===== src/rtl/flag_context_stack.sv =====
// flag_context_stack
//   Save/restore stack for the SAYEH carry and zero flags. The controller
//   pushes the current {C,Z} from the status register when a context is
//   entered and pops it on return; a pop drives the restored flags onto
//   Cin/Zin together with a one-cycle SRload strobe for the status register.
//
//   Optional feature macro: FLAG_STACK_ERR_EN
//     defined   - sticky ovf/unf error flags, cleared by clrErr
//     undefined - ovf/unf tied low, clrErr ignored
//
// Parameters:
//   DEPTH   number of {C,Z} entries (2..64)
//   CW      occupancy count width, derived from DEPTH
//
// Ports:
//   clk     system clock, rising edge
//   resetN  asynchronous active-low reset
//   Cflag   current carry flag from the status register
//   Zflag   current zero flag from the status register
//   push    save {Cflag,Zflag} (single-cycle request)
//   pop     restore the top entry (single-cycle request)
//   clrErr  clear sticky error flags
//   Cin     restored carry value (registered)
//   Zin     restored zero value (registered)
//   SRload  one-cycle status register load strobe per accepted pop
//   full    count == DEPTH
//   empty   count == 0
//   count   number of stored entries
//   ovf     sticky: push attempted while full
//   unf     sticky: pop attempted while empty
module flag_context_stack #(
    parameter  int DEPTH = 8,
    localparam int CW    = $clog2(DEPTH + 1)
) (
    input  logic          clk,
    input  logic          resetN,
    input  logic          Cflag,
    input  logic          Zflag,
    input  logic          push,
    input  logic          pop,
    input  logic          clrErr,
    output logic          Cin,
    output logic          Zin,
    output logic          SRload,
    output logic          full,
    output logic          empty,
    output logic [CW-1:0] count,
    output logic          ovf,
    output logic          unf
);

    localparam int AW = (DEPTH > 1) ? $clog2(DEPTH) : 1;

    logic [1:0]    mem [DEPTH];
    logic [CW-1:0] count_q;
    logic          is_empty;
    logic          is_full;
    logic          pop_acc;
    logic          push_acc;
    logic          swap;
    logic          pop_only;
    logic [AW-1:0] top_idx;
    logic [AW-1:0] wr_idx;
    logic          wr_en;

    assign is_empty = (count_q == '0);
    assign is_full  = (count_q == CW'(DEPTH));

    // Push together with pop on a non-empty stack is a swap; on an empty
    // stack the pop is not accepted and the request degrades to a push.
    assign pop_acc  = pop & ~is_empty;
    assign swap     = pop_acc & push;
    assign pop_only = pop_acc & ~push;
    assign push_acc = push & ~pop_acc & ~is_full;

    assign top_idx = AW'(count_q - CW'(1));

    always_comb begin
        wr_en  = push_acc | swap;
        wr_idx = swap ? top_idx : AW'(count_q);
    end

    // Entry storage carries no reset; occupancy alone defines validity.
    always_ff @(posedge clk) begin
        if (resetN && wr_en) begin
            mem[wr_idx] <= {Cflag, Zflag};
        end
    end

    always_ff @(posedge clk or negedge resetN) begin
        if (!resetN) begin
            count_q <= '0;
            Cin     <= 1'b0;
            Zin     <= 1'b0;
            SRload  <= 1'b0;
        end else begin
            SRload <= pop_acc;
            if (pop_acc) begin
                {Cin, Zin} <= mem[top_idx];
            end
            if (push_acc) begin
                count_q <= count_q + CW'(1);
            end else if (pop_only) begin
                count_q <= count_q - CW'(1);
            end
        end
    end

    assign full  = is_full;
    assign empty = is_empty;
    assign count = count_q;

`ifdef FLAG_STACK_ERR_EN
    logic ovf_evt;
    logic unf_evt;
    logic ovf_q;
    logic unf_q;

    assign ovf_evt = push & ~pop & is_full;
    assign unf_evt = pop & ~push & is_empty;

    // A new error event takes priority over a simultaneous clear.
    always_ff @(posedge clk or negedge resetN) begin
        if (!resetN) begin
            ovf_q <= 1'b0;
            unf_q <= 1'b0;
        end else begin
            if (ovf_evt) begin
                ovf_q <= 1'b1;
            end else if (clrErr) begin
                ovf_q <= 1'b0;
            end
            if (unf_evt) begin
                unf_q <= 1'b1;
            end else if (clrErr) begin
                unf_q <= 1'b0;
            end
        end
    end

    assign ovf = ovf_q;
    assign unf = unf_q;
`else
    logic unused_clr;

    assign unused_clr = clrErr;
    assign ovf        = 1'b0;
    assign unf        = 1'b0;
`endif

endmodule

===== config.mk =====
export PLATFORM = sky130hd
export DESIGN_NAME = flag_context_stack
export DESIGN_NICKNAME = d
export VERILOG_FILES = /design/src/rtl/flag_context_stack.sv
export SDC_FILE = /design/constraint.sdc
export NUM_CORES = 1
export LEC_CHECK = 0
export BUFFER_PORTS_ARGS = -buffer_cell sky130_fd_sc_hd__buf_4
export CAP_MARGIN = 25
export CORE_MARGIN = 5
export CORE_UTILIZATION = 30
export CTS_BUF_LIST = sky130_fd_sc_hd__clkbuf_8
export CTS_CLUSTER_DIAMETER = 100
export CTS_CLUSTER_SIZE = 28
export DETAILED_ROUTE_END_ITERATION = 10
export GPL_TIMING_DRIVEN = 0
export HOLD_SLACK_MARGIN = 0.15
export PLACE_DENSITY = 0.51
export SLEW_MARGIN = 20
export SYNTH_ARGS = -nofsm -noshare
export SYNTH_HDL_FRONTEND = slang
export SYNTH_SLANG_ARGS = --single-unit

===== constraint.sdc =====
create_clock -name clk -period 4.8 [get_ports clk]
set_input_delay 0.24 -clock clk [delete_from_list [all_inputs] [get_ports clk]]
set_output_delay 0.24 -clock clk [all_outputs]
set_load 0.01 [all_outputs]

### Word-level counts from Yosys, hierarchy flattened

Memories as Yosys holds them, arrays and structs flattened. A register that Yosys moved wholly into a read port is not among the register bits.
Index checks and enable logic that the tools add are counted.

| operators by class | value |
|---|---|
| $add $sub $neg | 2 |
| eq/ne operators | 1 |
| multiplexer cells | 5 |
| bitwise operators | 10 |
| reductions and logical operators | 4 |

Operator list:

| cell | count |
|---|---|
| 4-bit 2-to-1 mux | 2 |
| 1-bit AND | 5 |
| 4-bit by 1-bit adder with 4-bit output (second input constant) | 1 |
| 4-bit equality test (second input constant) | 1 |
| 4-bit zero test | 1 |
| 1-bit NOT | 4 |
| 4-bit by 1-bit subtractor with 4-bit output (second input constant) | 1 |
| 3-bit 2-to-1 mux | 1 |
| 1-bit 2-to-1 mux | 2 |
| 2-bit nonzero test | 1 |
| 1-bit logical AND | 1 |
| 1-bit zero test | 1 |
| 1-bit OR | 1 |

| word-level totals | value |
|---|---|
| flip-flop bits (word level) | 5 |
| bits in writable memories | 16 |
| word-level logic and storage cells | 25 |
| memories | 1 |

Memory list:

| name | depth | width | rd ports | clocked after Yosys merged registers in | wr ports | line | RTL |
|---|---|---|---|---|---|---|---|
| mem | 8 | 2 | 1 | 1 | 1 | 54 | `logic [1:0] mem [DEPTH];` |

### Depth between registers and ports, before layout

Gate-level depths: netlist of run 1.

| logic depth | value |
|---|---|
| depth after elaboration | 10 |
| gate-level depth with buffers | 9 |
| depth with buffers taken out | 6 |

### Worst setup path after synthesis of run 1

No wires, ideal clock.

| path | value |
|---|---|
| path kind | register to register |
| start | register count_q[0], in the netlist count[0] |
| end | memory mem[4][0] (enable) |
| setup time | 0.309 ns |
| arrival time | 2.256 ns |
| data required time | 4.491 ns |
| slack | 2.235 ns |
| stages on the path, launching flop included | 10 |
| path buffers | 3 |
| clock period less this slack | 2.565 ns |
| path through | dfrtp_1 -> buf_2 -> buf_4 -> inv_1 -> ha_1 -> or3b_4 -> buf_6 -> nand3_1 -> mux2_2 -> nor2_1 |

| on the way | value |
|---|---|
| word-level cells in the longest chain between the ends | 10 |
| elaborated cells on any way between the ends | 15 |
| those cells by class | 1 x add/sub; 1 x eq/ne; 3 x mux; 8 x bitwise; 2 x reduce/logical |

Ends and longest elaborated chain:

| what | line | RTL |
|---|---|---|
| from (decl) | 55 | `logic [CW-1:0] count_q;` |
| from (signal assigned) | 102 | `count_q <= count_q + CW'(1);` |
| from (signal assigned) | 104 | `count_q <= count_q - CW'(1);` |
| 4-bit zero test | 66 | `assign is_empty = (count_q == '0);` |
| 1-bit NOT | 71 | `assign pop_acc = pop & ~is_empty;` |
| 1-bit AND | 71 |  |
| 1-bit NOT | 74 | `assign push_acc = push & ~pop_acc & ~is_full;` |
| 1-bit AND (2 in a row) | 74 |  |
| 1-bit OR | 79 | `wr_en = push_acc \| swap;` |
| 1-bit logical AND | 85 | `if (resetN && wr_en) begin` |
| 1-bit 2-to-1 mux | 85 |  |
| 1-bit 2-to-1 mux (implied by the code) | 86 | `mem[wr_idx] <= {Cflag, Zflag};` |
| to (decl) | 54 |  |

Several ways; a longest one is shown, not always the timed one.

### Worst setup path in the final report of run 1

| path | value |
|---|---|
| start | register count_q[0], in the netlist count[0] |
| end | memory mem[0][0] (enable) |

The elaborated chain is that of the path after synthesis.

==> metrics.json, run 1 <==
{
  "drv.max_cap_violation_count": {"value": 0},
  "layout.cells.most_common_list": {"value": "17 x buf_4, 16 x edfxtp_1, 10 x mux2i_1"},
  "nNetsFinal": {"value": 134},
  "die_w": {"value": 74.3, "unit": "um"},
  "place_congestion": {"value": 0.850},
  "power_density_over_cell_area": {"value": 569, "unit": "nW/um^2"},
  "buf_inv_stages_crit_path": {"value": 4},
  "drt_iter0_drc": {"value": 17},
  "post_dr_wirelength_cell": {"value": 14.4, "unit": "um"},
  "yosysUniqueCellTypes": {"value": 38},
  "antennaDiodeCount": {"value": 0},
  "postSynthCellCount": {"value": 104},
  "hold-path-cell-count": {"value": 1},
  "achievable-frequency": {"value": 350, "unit": "MHz"},
  "hold_path_class": {"value": "in2reg"},
  "post-layout-total-power": {"value": 835, "unit": "uW"},
  "dr_total_vias": {"value": 854},
  "timing.setup.critical_path_class": {"value": "reg2reg"},
  "clock_tree_from_tritoncts": {"value": "done"},
  "fp.dieArea": {"value": 5520, "unit": "sq um"},
  "netlist.top_cell.by_area": {"value": "edfxtp_1"},
  "fin_skew": {"value": 0.0123, "unit": "ns"},
  "r2r-start": {"value": "count[0]"},
  "internal-power": {"value": 522, "unit": "uW"},
  "area_growth_syn_to_layout": {"value": 18.3, "unit": "%"},
  "detailed_place_hpwl": {"value": 1850, "unit": "um"},
  "gr-total-overflow": {"value": 0},
  "clock_power_share": {"value": 0.142},
  "post_synth.cell_area_avg": {"value": 11.9, "unit": "sq um"},
  "worstSetupStartpoint": {"value": "count[0]"},
  "end_kind": {"value": "flop"},
  "track_usage": {"value": 0.0942},
  "area_fraction_in_compound_gates_after_synthesis": {"value": 0.0897},
  "timing.final.crit_period": {"value": 2.86, "unit": "ns"},
  "synth_top_family_by_area": {"value": "simple AND/OR/NAND/NOR gates"},
  "placement_rows": {"value": 23},
  "worst_setup_hold_path_clk_slew": {"value": 0.09, "unit": "ns"},
  "setup_bufs_post_cts": {"value": 0},
  "most_common_cell_after_layout_fill_and_taps_aside": {"value": "buf_4"},
  "path_cells": {"value": "buf_2, buf_4, inv_1, ha_1, or3b_4, buf_6, nand3_1, mux2_2, nor2_1"},
  "yosys.area_share.simple": {"value": 0.147},
  "cts_inserted_buffers": {"value": 3},
  "status": {"value": "finished clean"},
  "grt_pass1_wl": {"value": 4020, "unit": "um"},
  "layout.filler_cells": {"value": 381},
  "critPathMaxStageDelay": {"value": 0.41, "unit": "ns"},
  "cts.sinks": {"value": 23},
  "floorplan.io_pins": {"value": 18},
  "net_switching_power_figure": {"value": 313, "unit": "uW"},
  "timing.critical_path.fanout_max": {"value": 10},
  "worst-endpoint-arrival": {"value": 2.81, "unit": "ns"},
  "setup.worst_path.end": {"value": "mem[0][0]"},
  "drt_pass1_iterations": {"value": 4},
  "regToRegSetupSlack": {"value": 1.94, "unit": "ns"},
  "floorplan.initialDensity": {"value": 0.310},
  "worst-endpoint-required": {"value": 4.75, "unit": "ns"},
  "number_of_global_route_vias_before_repair": {"value": 839},
  "synth_xor_area_frac": {"value": 0.0212},
  "ant_nets": {"value": 0},
  "mappedNetlistArea": {"value": 1240, "unit": "sq um"},
  "timing.critical_path.slowest_stage_cell": {"value": "or3b_4"},
  "cts.htree.levels": {"value": 1},
  "layout-drive-gt1-share": {"value": 0.274},
  "switching_share": {"value": 0.375},
  "yosysWarnings": {"value": 0},
  "clk_latency": {"value": 0.26, "unit": "ns"},
  "critical_path.top_delay_family": {"value": "simple AND/OR/NAND/NOR gates"},
  "worst_setup_path_start_kind": {"value": "flop"},
  "synth_seq_cells": {"value": 23},
  "core": {"value": 4000, "unit": "sq um"},
  "hold_violations": {"value": 0},
  "floorplan.die.height": {"value": 74.3, "unit": "um"},
  "combPwrFrac": {"value": 0.519},
  "setup_tns": {"value": 0, "unit": "ns"},
  "synth_area_leaders": {"value": "edfxtp_1 39%, dfrtp_1 14%, mux2i_1 8.1%"},
  "final_min_period_over_clock_period": {"value": 0.595},
  "synthMuxAreaShare": {"value": 0.126},
  "detail_route.wirelength": {"value": 2500, "unit": "um"},
  "clock-root-buffer": {"value": "clkbuf_8"},
  "power.ir.vdd_worst": {"value": 0.000251, "unit": "V"},
  "seq_area_frac_synth": {"value": 0.528},
  "unrepaired_setup_endpoints_after_global_routing": {"value": "false"},
  "critical_path_depth": {"value": 9},
  "cellLeakagePower": {"value": 0.597, "unit": "nW"},
  "antenna_found_initial": {"value": 0},
  "setup_violating_endpoint_count_in_the_final_report": {"value": 0},
  "placement.io_buffers": {"value": 14},
  "r2r-end": {"value": "mem[0][0]"},
  "detail_route.vias_per_cell": {"value": 4.91},
  "synth_adder_area_share": {"value": 0.0202},
  "power.share.sequential": {"value": 0.339},
  "grt_start_max_net_pins": {"value": 14},
  "synth_largest_type_area_fraction": {"value": 0.387},
  "rr_worst_depth": {"value": 9},
  "detail_route.drc_violations": {"value": 0},
  "report.final.slew_viol_count": {"value": 0},
  "cts-root-to-sink-buffers": {"value": 2}
}
-- power groups by stage --
stage               Clock (mW)  Sequential, mW  Combinational [mW]
floorplan                    0           0.295               0.299
global placement             0           0.286               0.427
detailed placement           0           0.288               0.434
CTS                      0.121           0.284               0.436
global route             0.130           0.288               0.475
finish                   0.119           0.283               0.433
-- routing by layer --
metal / GRT usage / part of all wire / wire length [um]
met5: 0 / 0 / 0
met3: 0.0122 / 0.028 / 69
met4: 0.0277 / 0.0040 / 10
met2: 0.165 / 0.51 / 1290
met1: 0.121 / 0.45 / 1140
-- synthesized netlist by cell type, drive strengths merged --
| master | count |
|---|---|
| o41ai | 2 |
| a211oi | 1 |
| edfxtp | 16 |
| ha | 2 |
| dfrtp | 7 |
| xor2 | 2 |
| inv | 5 |
| nand3 | 2 |
| nand2 | 9 |
| mux4 | 2 |
| buf | 7 |
| and3b | 1 |
| nor3b | 1 |
| a31oi | 2 |
| mux2 | 1 |
| nand4b | 1 |
| nor2b | 3 |
| or3b | 1 |
| clkbuf | 2 |
| a21oi | 4 |
| and2 | 2 |
| mux2i | 10 |
| nor2 | 9 |
| a311o | 1 |
| and4 | 2 |
| nor3 | 1 |
| o211ai | 2 |
| o21ai | 2 |
| conb | 1 |
| xnor2 | 1 |
| nand3b | 1 |
| o21bai | 1 |
-- registers in the layout (all words and copies together) (netlist names) --
register	cells
Cin	1
SRload	1
Zin	1
count	4
mem	16
-- worst min path at each step --
stage                 from        end
floorplan           resetN        Cin
global placement    resetN   count[2]
detailed placement  resetN   count[2]
CTS                  Cflag  mem[2][1]
global route         Zflag  mem[3][0]
finish               Cflag  mem[2][1]
-- area by class of cell --
class,count,area (sq um),share of cell area
Buffer,9,61.3,0.0417
Clock buffer,3,41.3,0.0281
Clock inverter,1,5.00,0.00341
Inverter,5,18.8,0.0128
Multi-Input combinational cell,68,509,0.347
Sequential cell,23,656,0.446
Tap cell,50,62.6,0.0426
Timing Repair Buffer,15,115,0.0784
-- metrics by stage --
step | hold WS [ns] | worst slack [ns] | instances | area [sq um] | util
finish | 0.217 | 1.94 | 174 | 1470 | 0.367
global route | 0.214 | 1.86 | 174 | 1470 | 0.367
CTS | 0.214 | 1.97 | 174 | 1470 | 0.367
detailed placement | 0.0737 | 1.99 | 169 | 1410 | 0.353
global placement | 0.0680 | 2.04 | 169 | 1410 | 0.353
floorplan | -0.0556 | 2.23 | 105 | 1240 | -
-- logic make-up (layout without fill, tap and decap cells) --
logic type | count (synthesis) | after routing
fa+ha+maj | 2 | 2
compound gates | 15 | 15
other cells | 1 | 2
xor+xnor | 3 | 3
flops | 23 | 23
simple gates | 33 | 33
mux | 13 | 13
buf+inv | 14 | 33
-- timing repair --
item                                    CTS  global route
endpoints found under the setup margin    0             0
hold buffers                              1             0
gates resized for setup                   0             0
endpoints found under the hold margin     7             0
No activity file was read; power rests on OpenSTA's default activity.
==> run 2, diff against run 1 <==
clock period = 2.7 ns   (was 4.8 ns; I/O delays follow)
==> run 2 against run 1 <==
  * Register-to-register slack got worse by 1.8 ns
  * Total power rose by 84%
  * Combinational power rose by 90%
  * Design area rose by 2.7%
  * Sequential power rose by 78%
  * Clock skew barely moved
  * Flip-flop and latch count did not move
  * Final cell count rose by 0.57%
  * Setup slack got worse by 1.8 ns
  * Via count rose by 1.2%
  * Critical endpoint is now mem[4][1]
==> metrics.json, run 2 (synthesis gave the netlist of run 1 again) <==
{
  "internal-power": {"value": 964, "unit": "uW", "change": "+85%"},
  "placement_rows": {"value": 23, "change": "unchanged"},
  "worst_setup_path_start_kind": {"value": "flop"},
  "reg_with_most_ffs": {"value": "mem"},
  "track_usage": {"value": 0.0956, "change": "+0.00141"},
  "layout-drive-gt1-share": {"value": 0.304, "change": "+0.0298"},
  "drt_pass1_iterations": {"value": 4, "change": "unchanged"},
  "antenna_found_initial": {"value": 0, "change": "unchanged"},
  "drt_iter0_drc": {"value": 22, "change": "+5"},
  "number_of_global_route_vias_before_repair": {"value": 856, "change": "+2.0%"},
  "floorplan.io_pins": {"value": 18, "change": "unchanged"},
  "cellLeakagePower": {"value": 0.601, "unit": "nW", "change": "+0.65%"},
  "worst_slew_pin_slew": {"value": 0.532, "unit": "ns"},
  "ant_nets": {"value": 0, "change": "unchanged"},
  "clock_power_share": {"value": 0.137, "change": "-0.005"},
  "post_dr_wirelength_cell": {"value": 14.3, "unit": "um", "change": "-0.85%"},
  "setup_bufs_post_cts": {"value": 0, "change": "unchanged"},
  "post-layout-total-power": {"value": 1.53, "unit": "mW", "change": "+84%"},
  "cts.sinks": {"value": 23, "change": "unchanged"},
  "critPathMaxStageDelay": {"value": 0.40, "unit": "ns", "change": "about the same"},
  "worst-endpoint-required": {"value": 2.65, "unit": "ns", "change": "-2.10 ns"},
  "area_growth_syn_to_layout": {"value": 21.6, "unit": "%"},
  "cts_inserted_buffers": {"value": 3, "change": "unchanged"},
  "grt_pass1_wl": {"value": 4090, "unit": "um", "change": "+1.7%"},
  "worst_slew_margin_rel": {"value": 0.646},
  "layout.filler_cells": {"value": 381, "change": "unchanged"},
  "antennaDiodeCount": {"value": 0, "change": "unchanged"},
  "switching_share": {"value": 0.372, "change": "-0.00352"},
  "achievable-frequency": {"value": 387, "unit": "MHz", "change": "+11%"},
  "power_density_over_cell_area": {"value": 1020, "unit": "nW/um^2", "change": "+79%"},
  "clock-root-buffer": {"value": "clkbuf_8"},
  "critical_path.top_delay_family": {"value": "buffers and inverters"},
  "nNetsFinal": {"value": 135, "change": "+0.75%"},
  "buf_inv_stages_crit_path": {"value": 4, "change": "unchanged"},
  "most_common_cell_after_layout_fill_and_taps_aside": {"value": "buf_4"},
  "detail_route.drc_violations": {"value": 0, "change": "unchanged"},
  "timing.final.crit_period": {"value": 2.58, "unit": "ns", "change": "-0.273 ns"},
  "core": {"value": 4000, "unit": "sq um", "change": "unchanged"},
  "status": {"value": "finished clean"},
  "largest_register_ff_count": {"value": 16, "change": "unchanged"},
  "fp.dieArea": {"value": 5520, "unit": "sq um", "change": "unchanged"},
  "drv.max_cap_violation_count": {"value": 0, "change": "unchanged"},
  "detail_route.vias_per_cell": {"value": 4.94, "change": "+0.59%"},
  "timing.critical_path.fanout_max": {"value": 10, "change": "unchanged"},
  "setup_violating_endpoint_count_in_the_final_report": {"value": 0, "change": "unchanged"},
  "place_congestion": {"value": 0.850, "change": "unchanged"},
  "end_kind": {"value": "flop"},
  "power.share.sequential": {"value": 0.328, "change": "-0.011"},
  "setup_ws": {"value": 0.115, "unit": "ns", "change": "-1.83 ns"},
  "groute.layer.met3.usage": {"value": 0.0122, "change": "unchanged"},
  "die_w": {"value": 74.3, "unit": "um", "change": "unchanged"},
  "worst-endpoint-arrival": {"value": 2.54, "unit": "ns", "change": "-0.27 ns"},
  "final_min_period_over_clock_period": {"value": 0.957, "change": "+0.362"},
  "setup_tns": {"value": 0, "unit": "ns", "change": "unchanged"},
  "path_cells": {"value": "buf_2, buf_4, clkinvlp_4, ha_4, or3b_4, buf_6, nand3_2, mux2_2, nor2_1"},
  "cts-root-to-sink-buffers": {"value": 2, "change": "unchanged"},
  "layout.cells.non_filler": {"value": 175, "change": "+0.57%"},
  "floorplan.die.height": {"value": 74.3, "unit": "um", "change": "unchanged"},
  "placement.io_buffers": {"value": 14, "change": "unchanged"},
  "unrepaired_setup_endpoints_after_global_routing": {"value": "false"},
  "globalRoute.busiestLayer": {"value": "met2"},
  "clock_tree_from_tritoncts": {"value": "done"},
  "report.final.slew_viol_count": {"value": 0, "change": "unchanged"},
  "detailedPlace.worstSlack": {"value": -0.105, "unit": "ns", "change": "-2.10 ns"},
  "timing.setup.critical_path_class": {"value": "reg2reg"},
  "fin_skew": {"value": 0.0125, "unit": "ns", "change": "+0.000169 ns"},
  "detailed_place_hpwl": {"value": 1850, "unit": "um", "change": "unchanged"},
  "detail_route.wirelength": {"value": 2500, "unit": "um", "change": "-0.28%"},
  "timing.critical_path.slowest_stage_cell": {"value": "dfrtp_1"},
  "met1_usage": {"value": 0.125, "change": "+0.00337"},
  "dr_total_vias": {"value": 864, "change": "+1.2%"},
  "net_switching_power_figure": {"value": 570, "unit": "uW", "change": "+82%"},
  "layout.cells.most_common_list": {"value": "17 x buf_4, 16 x edfxtp_1, 10 x mux2i_1"},
  "combPwrFrac": {"value": 0.535, "change": "+0.016"},
  "hold_path_class": {"value": "in2async"},
  "grt_start_max_net_pins": {"value": 14, "change": "unchanged"},
  "hold_violations": {"value": 0, "change": "unchanged"},
  "grt_util_met2": {"value": 0.166, "change": "+0.000984"},
  "power.ir.vdd_worst": {"value": 0.000453, "unit": "V", "change": "+80%"},
  "gr-total-overflow": {"value": 0, "change": "unchanged"},
  "cts.htree.levels": {"value": 1, "change": "unchanged"},
  "worst_setup_hold_path_clk_slew": {"value": 0.09, "unit": "ns", "change": "about the same"},
  "floorplan.initialDensity": {"value": 0.310, "change": "unchanged"},
  "clk_latency": {"value": 0.26, "unit": "ns", "change": "about the same"},
  "dpl.cell_count": {"value": 169, "change": "unchanged"}
}
## run 2: cell count changes in the layout (fill, tap and decap cells not counted)
cell           delta
buf_1             -1
ha_1              -1
clkinvlp_4        +1
inv_1             -1
nand3_1           -1
ha_4              +1
nor2_2            +1
nand3_2           +1
nor2_1            -1
dlygate4sd3_1     +2
## run 2: path summary, 6_finish.rpt
path | from | to | slack (ns) | cells after the start
max reg2reg | count[0] | mem[4][1] | 0.12 | 9
min reg2reg | Cin | Cin | 0.49 | 2
max in group asynchronous | resetN | Cin | 2.34 | 2
min in group clk | push | count[3] | 0.26 | 3
max | count[0] | mem[4][1] | 0.12 | 9
min | resetN | count[2] | 0.22 | 2
## run 2: power groups by stage
stage	Combinational, mW	Sequential [mW]	Clock, mW
floorplan	0.531	0.525	0
global placement	0.759	0.508	0
detailed placement	0.771	0.512	0
CTS	0.806	0.504	0.216
global route	0.897	0.512	0.231
finish	0.821	0.503	0.210
## run 2: timing repair
action	CTS	global route
hold buffers	3	0
pin swaps	0	0
gates resized for setup	4	1
setup endpoints to repair	4	4
endpoints found under the hold margin	23	0
## run 2: area by class of cell
cell class / count / area [sq um] / share of cell area
Clock buffer: 3 / 41.3 / 0.0274
Multi-Input combinational cell: 68 / 529 / 0.351
Sequential cell: 23 / 656 / 0.434
Timing Repair Buffer: 17 / 135 / 0.0896
Inverter: 5 / 22.5 / 0.0149
Tap cell: 50 / 62.6 / 0.0415
Clock inverter: 1 / 5.00 / 0.00332
Buffer: 8 / 57.6 / 0.0381
## run 2: stage by stage
stage	area [sq um]	utilization	hold slack [ns]
global placement	1410	0.353	-0.0370
floorplan	1240	-	-0.161
detailed placement	1410	0.353	-0.0313
CTS	1510	0.377	0.226
finish	1510	0.377	0.221
global route	1510	0.377	0.250
## run 2: routing by layer
metal | vias to the layer above | share of wire | routed length, um
li1 | 413 | - | -
met1 | 442 | 0.46 | 1140
met2 | 7 | 0.52 | 1300
met3 | 2 | 0.018 | 45
met4 | 0 | 0.0040 | 10
met5 | - | 0 | 0
